==> src/rtl/pow2_stream_accumulator_if.sv <==
// Term-in / result-out handshake bundle for the power-of-two stream accumulator.
interface pow2_stream_accumulator_if #(
  parameter int unsigned IN_EXP_WIDTH = 8,
  parameter int unsigned EXP_WIDTH    = 9,
  parameter int unsigned MANT_WIDTH   = 8,
  parameter int unsigned CNT_WIDTH    = 8
);
  logic                    in_valid;
  logic                    in_ready;
  logic [IN_EXP_WIDTH-1:0] in_exp;
  logic                    in_last;
  logic                    out_valid;
  logic                    out_ready;
  logic [EXP_WIDTH-1:0]    out_exp;
  logic [MANT_WIDTH-1:0]   out_mant;
  logic [CNT_WIDTH-1:0]    out_count;
  logic                    out_sat;

  modport master (
    output in_valid, in_exp, in_last, out_ready,
    input  in_ready, out_valid, out_exp, out_mant, out_count, out_sat
  );

  modport slave (
    input  in_valid, in_exp, in_last, out_ready,
    output in_ready, out_valid, out_exp, out_mant, out_count, out_sat
  );
endinterface

==> src/rtl/pow2_stream_accumulator.sv <==
// Sums a framed stream of 2^e terms into exponent + truncated normalised fraction,
// one term per cycle, holding the result until the downstream handshake.
module pow2_stream_accumulator #(
  parameter int unsigned IN_EXP_WIDTH = 8,
  parameter int unsigned EXP_WIDTH    = 9,
  parameter int unsigned MANT_WIDTH   = 8,
  parameter int unsigned CNT_WIDTH    = 8
) (
  input logic clk,
  input logic rst_n,
  pow2_stream_accumulator_if.slave bus
);

  localparam int unsigned SW = MANT_WIDTH + 2;
  localparam logic [SW-1:0]        Hidden   = SW'(1) << MANT_WIDTH;
  localparam logic [EXP_WIDTH:0]   MantLim  = (EXP_WIDTH + 1)'(MANT_WIDTH);
  localparam logic [EXP_WIDTH:0]   ShiftLim = (EXP_WIDTH + 1)'(MANT_WIDTH + 1);

  typedef enum logic [1:0] {StIdle, StAcc, StHold} state_e;

  state_e                state_q, state_d;
  logic [EXP_WIDTH-1:0]  exp_q, exp_d;
  logic [MANT_WIDTH-1:0] frac_q, frac_d;
  logic [CNT_WIDTH-1:0]  count_q, count_d;
  logic                  sat_q, sat_d;

  logic                  accept;
  logic [EXP_WIDTH:0]    e_ext, diff, shamt, exp_new;
  logic [SW-1:0]         sig, addend, sum, sig_sh;
  logic [MANT_WIDTH-1:0] frac_new;
  logic                  unused_sig_sh;

  assign bus.in_ready  = (state_q != StHold);
  assign bus.out_valid = (state_q == StHold);
  assign bus.out_exp   = exp_q;
  assign bus.out_mant  = frac_q;
  assign bus.out_count = count_q;
  assign bus.out_sat   = sat_q;

  assign accept = bus.in_valid && (state_q != StHold);

  // Exponent-difference / shift / overflow-increment datapath.
  always_comb begin
    e_ext    = {{(EXP_WIDTH + 1 - IN_EXP_WIDTH){1'b0}}, bus.in_exp};
    diff     = e_ext - {1'b0, exp_q};
    sig      = {2'b01, frac_q};
    shamt    = '0;
    addend   = '0;
    sum      = '0;
    sig_sh   = '0;
    exp_new  = {1'b0, exp_q};
    frac_new = frac_q;
    if (diff[EXP_WIDTH] || (diff == '0)) begin
      // Term is not larger than the accumulator: align the term's hidden bit.
      shamt  = {1'b0, exp_q} - e_ext;
      addend = (shamt > MantLim) ? '0 : (Hidden >> shamt);
      sum    = sig + addend;
      if (sum[SW-1]) begin
        frac_new = sum[MANT_WIDTH:1];
        exp_new  = {1'b0, exp_q} + (EXP_WIDTH + 1)'(1);
      end else begin
        frac_new = sum[MANT_WIDTH-1:0];
      end
    end else begin
      // Term dominates: shift the accumulator down beneath the new hidden bit.
      shamt    = diff;
      sig_sh   = (shamt > ShiftLim) ? '0 : (sig >> shamt);
      frac_new = sig_sh[MANT_WIDTH-1:0];
      exp_new  = e_ext;
    end
  end

  assign unused_sig_sh = ^sig_sh[SW-1:MANT_WIDTH];

  always_comb begin
    state_d = state_q;
    exp_d   = exp_q;
    frac_d  = frac_q;
    count_d = count_q;
    sat_d   = sat_q;
    unique case (state_q)
      StIdle: begin
        if (accept) begin
          exp_d   = e_ext[EXP_WIDTH-1:0];
          frac_d  = '0;
          count_d = CNT_WIDTH'(1);
          sat_d   = 1'b0;
          state_d = bus.in_last ? StHold : StAcc;
        end
      end
      StAcc: begin
        if (accept) begin
          count_d = (count_q == '1) ? count_q : count_q + CNT_WIDTH'(1);
          if (!sat_q) begin
            if (exp_new[EXP_WIDTH]) begin
              exp_d  = '1;
              frac_d = '1;
              sat_d  = 1'b1;
            end else begin
              exp_d  = exp_new[EXP_WIDTH-1:0];
              frac_d = frac_new;
            end
          end
          if (bus.in_last) state_d = StHold;
        end
      end
      StHold: begin
        if (bus.out_ready) state_d = StIdle;
      end
      default: state_d = StIdle;
    endcase
  end

  always_ff @(posedge clk or negedge rst_n) begin
    if (!rst_n) begin
      state_q <= StIdle;
      exp_q   <= '0;
      frac_q  <= '0;
      count_q <= '0;
      sat_q   <= 1'b0;
    end else begin
      state_q <= state_d;
      exp_q   <= exp_d;
      frac_q  <= frac_d;
      count_q <= count_d;
      sat_q   <= sat_d;
    end
  end

endmodule

==> src/flat_wrapper.sv <==
// flat-port wrapper written by rule: the top's interface ports become plain ports
module pow2_stream_accumulator_flat 
#(
  parameter int unsigned IN_EXP_WIDTH = 8,
  parameter int unsigned EXP_WIDTH    = 9,
  parameter int unsigned MANT_WIDTH   = 8,
  parameter int unsigned CNT_WIDTH    = 8
)
  (clk, rst_n, bus_in_valid, bus_in_exp, bus_in_last, bus_out_ready, bus_in_ready, bus_out_valid, bus_out_exp, bus_out_mant, bus_out_count, bus_out_sat);
  pow2_stream_accumulator_if #(.IN_EXP_WIDTH(IN_EXP_WIDTH), .EXP_WIDTH(EXP_WIDTH), .MANT_WIDTH(MANT_WIDTH), .CNT_WIDTH(CNT_WIDTH)) bus_i ();
  input logic clk;
  input logic rst_n;
  input wire logic [$bits(bus_i.in_valid)-1:0] bus_in_valid;
  input wire logic [$bits(bus_i.in_exp)-1:0] bus_in_exp;
  input wire logic [$bits(bus_i.in_last)-1:0] bus_in_last;
  input wire logic [$bits(bus_i.out_ready)-1:0] bus_out_ready;
  output wire logic [$bits(bus_i.in_ready)-1:0] bus_in_ready;
  output wire logic [$bits(bus_i.out_valid)-1:0] bus_out_valid;
  output wire logic [$bits(bus_i.out_exp)-1:0] bus_out_exp;
  output wire logic [$bits(bus_i.out_mant)-1:0] bus_out_mant;
  output wire logic [$bits(bus_i.out_count)-1:0] bus_out_count;
  output wire logic [$bits(bus_i.out_sat)-1:0] bus_out_sat;
  assign bus_i.in_valid = bus_in_valid;
  assign bus_i.in_exp = bus_in_exp;
  assign bus_i.in_last = bus_in_last;
  assign bus_i.out_ready = bus_out_ready;
  assign bus_in_ready = bus_i.in_ready;
  assign bus_out_valid = bus_i.out_valid;
  assign bus_out_exp = bus_i.out_exp;
  assign bus_out_mant = bus_i.out_mant;
  assign bus_out_count = bus_i.out_count;
  assign bus_out_sat = bus_i.out_sat;
  pow2_stream_accumulator #(.IN_EXP_WIDTH(IN_EXP_WIDTH), .EXP_WIDTH(EXP_WIDTH), .MANT_WIDTH(MANT_WIDTH), .CNT_WIDTH(CNT_WIDTH)) u_core (.clk(clk), .rst_n(rst_n), .bus(bus_i));
endmodule
==> config.mk <==
export PLATFORM = sky130hd
export DESIGN_NAME = pow2_stream_accumulator_flat
export DESIGN_NICKNAME = d
export VERILOG_FILES = /design/src/rtl/pow2_stream_accumulator_if.sv /design/src/rtl/pow2_stream_accumulator.sv /design/src/flat_wrapper.sv
export SDC_FILE = /design/constraint.sdc
export NUM_CORES = 1
export LEC_CHECK = 0
export CELL_PAD_IN_SITES_DETAIL_PLACEMENT = 0
export CELL_PAD_IN_SITES_GLOBAL_PLACEMENT = 1
export CORE_MARGIN = 5
export CORE_UTILIZATION = 35
export CTS_CLUSTER_SIZE = 24
export DETAILED_ROUTE_END_ITERATION = 10
export PLACE_DENSITY_LB_ADDON = 0.2
export REMOVE_ABC_BUFFERS = 1
export SYNTH_ARGS = -nofsm -noshare
export SYNTH_HDL_FRONTEND = slang
export SYNTH_SLANG_ARGS = --single-unit
==> constraint.sdc <==
create_clock -name clk -period 7.75 [get_ports clk]
set_clock_uncertainty 0.2 [all_clocks]
set_input_delay 1.55 -clock clk [delete_from_list [all_inputs] [get_ports clk]]
set_output_delay 1.55 -clock clk [all_outputs]
set_load 0.1 [all_outputs]
==> results of run 1 <==
-- flip-flops by register name, indices dropped and copies added (netlist names) --
register / flops
u_core.bus.out_count: 8
u_core.bus.out_sat: 1
u_core.state_q: 2
u_core.bus.out_mant: 8
u_core.bus.out_exp: 9
-- power groups by stage --
stage / Sequential [mW] / Combinational [mW] / Clock [mW]
after floorplan: 0.333 / 0.345 / 0
after global placement: 0.202 / 0.630 / 0
after detailed placement: 0.201 / 0.627 / 0
after CTS: 0.198 / 0.630 / 0.125
after global routing: 0.202 / 0.684 / 0.132
final: 0.198 / 0.631 / 0.122
-- metrics by stage --
stage / area, um2 / power (mW) / hold slack (ns)
finish: 3670 / 0.951 / 0.320
CTS: 3670 / 0.953 / 0.314
global route: 3670 / 1.02 / 0.342
global placement: 3600 / 0.832 / 0.296
detailed placement: 3600 / 0.828 / 0.290
floorplan: 3050 / 0.679 / 0.265
-- cells in the final DEF (no fill, tap or decap), types with 2 or more instances in the layout --
cell type | netlist | routed
a211oi_1 | 4 | 4
a211oi_2 | 2 | 2
a21bo_2 | 2 | 2
a21o_1 | 5 | 5
a21oi_1 | 30 | 30
a221oi_1 | 6 | 6
a22oi_1 | 7 | 7
a32oi_2 | 2 | 2
and2_1 | 3 | 3
and3_1 | 5 | 5
clkbuf_8 | 0 | 3
clkdlybuf4s50_1 | 0 | 40
dfrtp_1 | 28 | 28
fa_1 | 3 | 3
ha_1 | 26 | 26
inv_1 | 30 | 30
mux2_2 | 3 | 3
mux2i_1 | 7 | 7
nand2_1 | 24 | 24
nand2b_1 | 9 | 9
nand3_1 | 14 | 14
nand4_1 | 4 | 4
nand4b_1 | 3 | 3
nor2_1 | 41 | 41
nor2_4 | 2 | 2
nor2b_1 | 5 | 5
nor3_1 | 15 | 15
nor3_2 | 2 | 2
o211ai_1 | 3 | 3
o21a_1 | 6 | 6
o21ai_0 | 26 | 26
o21ai_1 | 5 | 5
o21bai_1 | 4 | 4
o22ai_1 | 3 | 3
or3_1 | 6 | 6
xnor2_1 | 13 | 13
xor2_1 | 6 | 6
-- worst max-delay path: stages --
cell,delay [ns]
clkdlybuf4s50_1,0.45
ha_1,0.54
o211ai_1,0.18
a21o_1,0.23
a21o_1,0.18
a211oi_1,0.35
o211ai_1,0.17
nand4b_1,0.27
nor3_1,0.33
ha_1,0.30
a21o_1,0.16
a21oi_1,0.21
o21bai_1,0.11
o21ba_2,0.22
o21a_1,0.18
o21a_1,0.21
o41ai_4,0.56
a22o_1,0.23
a21oi_1,0.04
-- worst paths after layout --
kind                                                  endpoint  slack, ns  depth (start not counted)
hold reg to reg                  u_core.state_q[0]$_DFFE_PN0P_       0.32                          1
min in group asynchronous  u_core.bus.out_count[6]$_DFFE_PN0P_       1.44                          2
setup / recovery             u_core.bus.out_exp[3]$_DFFE_PN0P_       1.23                         19
setup reg to reg             u_core.bus.out_exp[3]$_DFFE_PN0P_       2.40                         19
hold / removal                   u_core.state_q[0]$_DFFE_PN0P_       0.32                          1
max in group asynchronous    u_core.bus.out_exp[4]$_DFFE_PN0P_       5.63                          2
-- routing by layer --
| layer | share of wire | vias to the layer above |
|---|---|---|
| met5 | 0 | - |
| met4 | 0.0052 | 0 |
| met3 | 0.031 | 6 |
| met2 | 0.45 | 45 |
| met1 | 0.51 | 1418 |
| li1 | - | 1489 |
-- cells by family (layout without fill, tap and decap cells) --
logic type | after synthesis | in the layout | share of synthesized area
AOI/OAI and AO/OA | 124 | 124 | 0.280
DFF | 28 | 28 | 0.224
xor gates and xnor gates | 19 | 19 | 0.0533
adders and majority gates | 29 | 29 | 0.123
and+or+nand+nor | 137 | 137 | 0.226
buffers and inverters | 44 | 76 | 0.0593
muxes | 10 | 10 | 0.0333
-- layout make-up --
| class | instances | area [um2] |
|---|---|---|
| multi-input cells | 319 | 2240 |
| well taps | 108 | 135 |
| flip-flops and latches | 28 | 701 |
| repair buffers | 41 | 408 |
| fillers | 916 | 5050 |
| inverters | 31 | 116 |
| clock buffers | 3 | 41.3 |
| clock inverters | 1 | 30.0 |
==> flow_summary.ini, run 1 <==
[logic_synthesis]
synth-seq-cells = 28
synth_cells = 391
syn-cell-area_um2 = 3120
ys_top_cells_by_count = nor2_1, a21oi_1, inv_1
syn_avg_cell_area_um2 = 7.99
synth_edf_count = 0
synthTopCellsByArea = dfrtp_1, ha_1, nor2_1
seq_area_frac_synth = 0.224
synth_async_sr_flop_share = 1.00
synth.largest_area_cell = dfrtp_1
ys.flop_type = dfrtp_1
synth.distinct_cells = 63
yosysMostFrequentCell = nor2_1
yosysWarnings = 0
netlist.area_leader.share = 0.224

[global_routing]
track_usage = 0.156
busiest_layer = met1
antenna_found_initial = 0
grt_max_degree = 29
grtUsageMet3 = 0.0205
grt_pass1_wl_mm = 14.2
grt_use_met2 = 0.234
overflow = 0
first_global_vias = 2794
met1_usage = 0.239

[pwr]
clockPowerShare = 0.128
switchingPower_mw = 0.518
sw_frac_of_total = 0.545
p_seq_frac = 0.209
pwr-share-comb = 0.663
power_density_nw_per_um2 = 259
leakage_nw = 1.55
vdd_drop_max_mv = 0.198
intPower_mw = 0.432

[cts]
clock_path_buffers = 2
clock_sinks = 28
post_cts_buffers = 0
postCtsHoldBufs = 0
cts_tree = built
clk_pin_slew_worst_paths_ns = 0.11
cts_buffers = 3
clock_latency_ns = 0.28
cts_root_buffer = clkbuf_8
cts_htree_levels = 1
post_cts_resized = 0

[route]
finalWirelength_mm = 8.71
drtPass1Iterations = 4
drt_iter0_drc = 213
remaining_drc_errors = 0
ant_nets = 0
routed-via-count = 2958
avgViaCountPerCell = 5.57
post_drt_wl_per_cell_um = 16.4

[run]
cap_violations = 0

[sta]
fin_crit_sh = 0.841
clock.fmax_ghz = 0.153
setup_slack_ns = 1.23
finalSetupViolCount = 0
finalSetupTns_ns = 0
maxSlewHeadroom = 0.345
tightest_slew_ns = 0.980
slew_violations = 0
finalCriticalPeriod_ns = 6.52
rsz0062_at_grt = no
hold_viol = 0

[floorplanning]
start_util = 0.358
die_y_um = 104
fp.coreArea_um2 = 8720
die_x_um = 104
dieArea_um2 = 10900
rows = 34
ios = 41

[setup_path]
setup.worst_path.start = bus_in_exp[4]
cp-end-kind = flop
r2r-start = u_core.bus.out_exp[4]$_DFFE_PN0P_
crit_arrival_ns = 6.49
crit_path_max_fanout = 11
critPathLaunchType = primary input
required_ns = 7.72
crit_type = primary input to flop

[min_path]
hp-start = u_core.state_q[1]$_DFFE_PN0P_
hold_class = flop to flop

[cells_and_area]
antennaDiodeCount = 0
nets = 466
final-instance-count-excl-fill = 531
post-route-util = 0.421
drive_gt1_frac = 0.0591
area_growth_pct = 17.5

[placement]
dp_cells = 527
gp_congestion = 0.861
pre_cts_ws_ns = 0.913
place_hpwl_mm = 7.02
port_buffers = 40

[status]
status = complete, no violations
No activity file was read; power rests on OpenSTA's default activity.
==> run 2, diff against run 1 <==
Clock period 7.75 ns to 5.9 ns, I/O delays scaled along.
==> flow_summary.ini, run 2 (synthesis gave the netlist of run 1 again) <==
[pwr]
vdd_drop_max_mv = 0.243
sw_frac_of_total = 0.547
p_seq_frac = 0.206
intPower_mw = 0.573
switchingPower_mw = 0.691
leakage_nw = 1.67
power_density_nw_per_um2 = 329
pwr-share-comb = 0.696
clockPowerShare = 0.097

[run]
cap_violations = 0

[sta]
fin_crit_sh = 0.962
whs_ns = 0.308
maxSlewHeadroom = 0.337
finalSetupTns_ns = 0
finalCriticalPeriod_ns = 5.67
finalSetupViolCount = 0
setup_slack_ns = 0.226
rsz0062_at_grt = no
slew_violations = 0
clock.fmax_ghz = 0.176
hold_viol = 0
tightest_slew_ns = 0.992

[global_routing]
antenna_found_initial = 0
overflow = 0
grt_pass1_wl_mm = 14.7
first_global_vias = 2969
track_usage = 0.159
grt_max_degree = 29

[cts]
cts_tree = built
cts_root_buffer = clkbuf_8
clk_pin_slew_worst_paths_ns = 0.10
clock_path_buffers = 2
clock_latency_ns = 0.28
cts_htree_levels = 1
cts_buffers = 3
post_cts_buffers = 0
clock_sinks = 28

[cells_and_area]
seq_area_um2 = 701
antennaDiodeCount = 0
area_growth_pct = 23.2
fin_area_um2 = 3850
largest_reg_flops = 9
nets = 491
layout_commonest_cell = nor2_1
multi_input_area_um2 = 2240
layout.cells.most_common_list = nor2_1, clkdlybuf4s50_1, inv_1, a21oi_1, dfrtp_1
drive_gt1_frac = 0.114
fillCellCount = 872

[placement]
place_hpwl_mm = 7.31
port_buffers = 40
pre_cts_ws_ns = -0.137
place_area_um2 = 3780
gp_congestion = 0.908

[setup_path]
critPathLaunchType = primary input
cp-end-kind = flop
crit_type = primary input to flop
crit_arrival_ns = 5.62
required_ns = 5.85
crit_path_max_fanout = 7

[route]
post_drt_wl_per_cell_um = 16.2
ant_nets = 0
drtPass1Iterations = 4
drt_iter0_drc = 125
routed-via-count = 3065
avgViaCountPerCell = 5.51
finalWirelength_mm = 9.03
remaining_drc_errors = 0

[min_path]
hold_class = flop to flop

[floorplanning]
start_util = 0.358
die_y_um = 104
fp.coreArea_um2 = 8720
die_x_um = 104
ios = 41
rows = 34
dieArea_um2 = 10900

[status]
status = complete, no violations
run 2: changes by cell type in the layout (fill, tap and decap cells not counted):
cell,previous run,this run
bufinv_16,1,0
nor3_2,2,3
a2111oi_0,1,0
clkbuf_8,3,4
nor3_1,15,14
a2111oi_1,0,1
buf_4,1,26
run 2: worst paths after layout:
kind / startpoint / slack, ns / endpoint / depth (start not counted)
max: bus_in_exp[0] / 0.23 / u_core.bus.out_mant[6]$_DFFE_PN0P_ / 20
min: u_core.state_q[1]$_DFFE_PN0P_ / 0.31 / u_core.state_q[0]$_DFFE_PN0P_ / 1
max reg2reg: u_core.bus.out_exp[0]$_DFFE_PN0P_ / 0.92 / u_core.bus.out_mant[6]$_DFFE_PN0P_ / 20
min reg2reg: u_core.state_q[1]$_DFFE_PN0P_ / 0.31 / u_core.state_q[0]$_DFFE_PN0P_ / 1
max in group asynchronous: rst_n / 4.14 / u_core.bus.out_exp[3]$_DFFE_PN0P_ / 2
min in group asynchronous: rst_n / 1.08 / u_core.bus.out_count[6]$_DFFE_PN0P_ / 2
run 2: critical path, stage by stage:
cell and delay [ns]:
clkdlybuf4s50_1 0.44, ha_1 0.23, fa_1 0.42, nand2b_1 0.20, a211oi_2 0.23, mux2i_1 0.10, or3_4 0.40, o211ai_1 0.12
nand4b_1 0.19, nor3_2 0.06, ha_1 0.27, a21o_1 0.15, a21oi_1 0.18, o21bai_1 0.10, o21ba_2 0.22, o41a_1 0.32
o21ba_4 0.32, nor3_2 0.10, a221oi_1 0.26, o41ai_1 0.12
run 2: cell type report:
class | instances | share of cell area
Tap cell | 108 | 0.0351
Timing Repair Buffer | 66 | 0.155
Sequential cell | 28 | 0.182
Clock buffer | 4 | 0.0143
Inverter | 31 | 0.0303
Multi-Input combinational cell | 319 | 0.583
run 2: power by group through the flow:
stage	registers, mW	clock network, mW	logic, mW
after global routing	0.266	0.137	0.955
final	0.261	0.123	0.880
after global placement	0.264	0	0.876
after floorplan	0.438	0	0.453
after CTS	0.260	0.128	0.877
after detailed placement	0.263	0	0.874
run 2: stage by stage:
step,power (mW),util,instances
global placement,1.14,0.434,552
floorplan,0.891,-,378
finish,1.26,0.441,556
global route,1.36,0.441,556
detailed placement,1.14,0.434,552
CTS,1.27,0.440,556
run 2: metal layers:
layer | global-route usage | vias up | share of wire
met2 | 0.245 | 73 | 0.44
li1 | - | 1535 | -
met1 | 0.237 | 1451 | 0.49
met5 | 0 | - | 0
met3 | 0.0211 | 6 | 0.054
met4 | 0.0352 | 0 | 0.0092
run 2: what timing repair did:
item,4_1_cts,5_1_grt
hold buffers,0,0
endpoints found under the hold margin,0,0
resized for setup,0,2
setup endpoints to repair,0,14
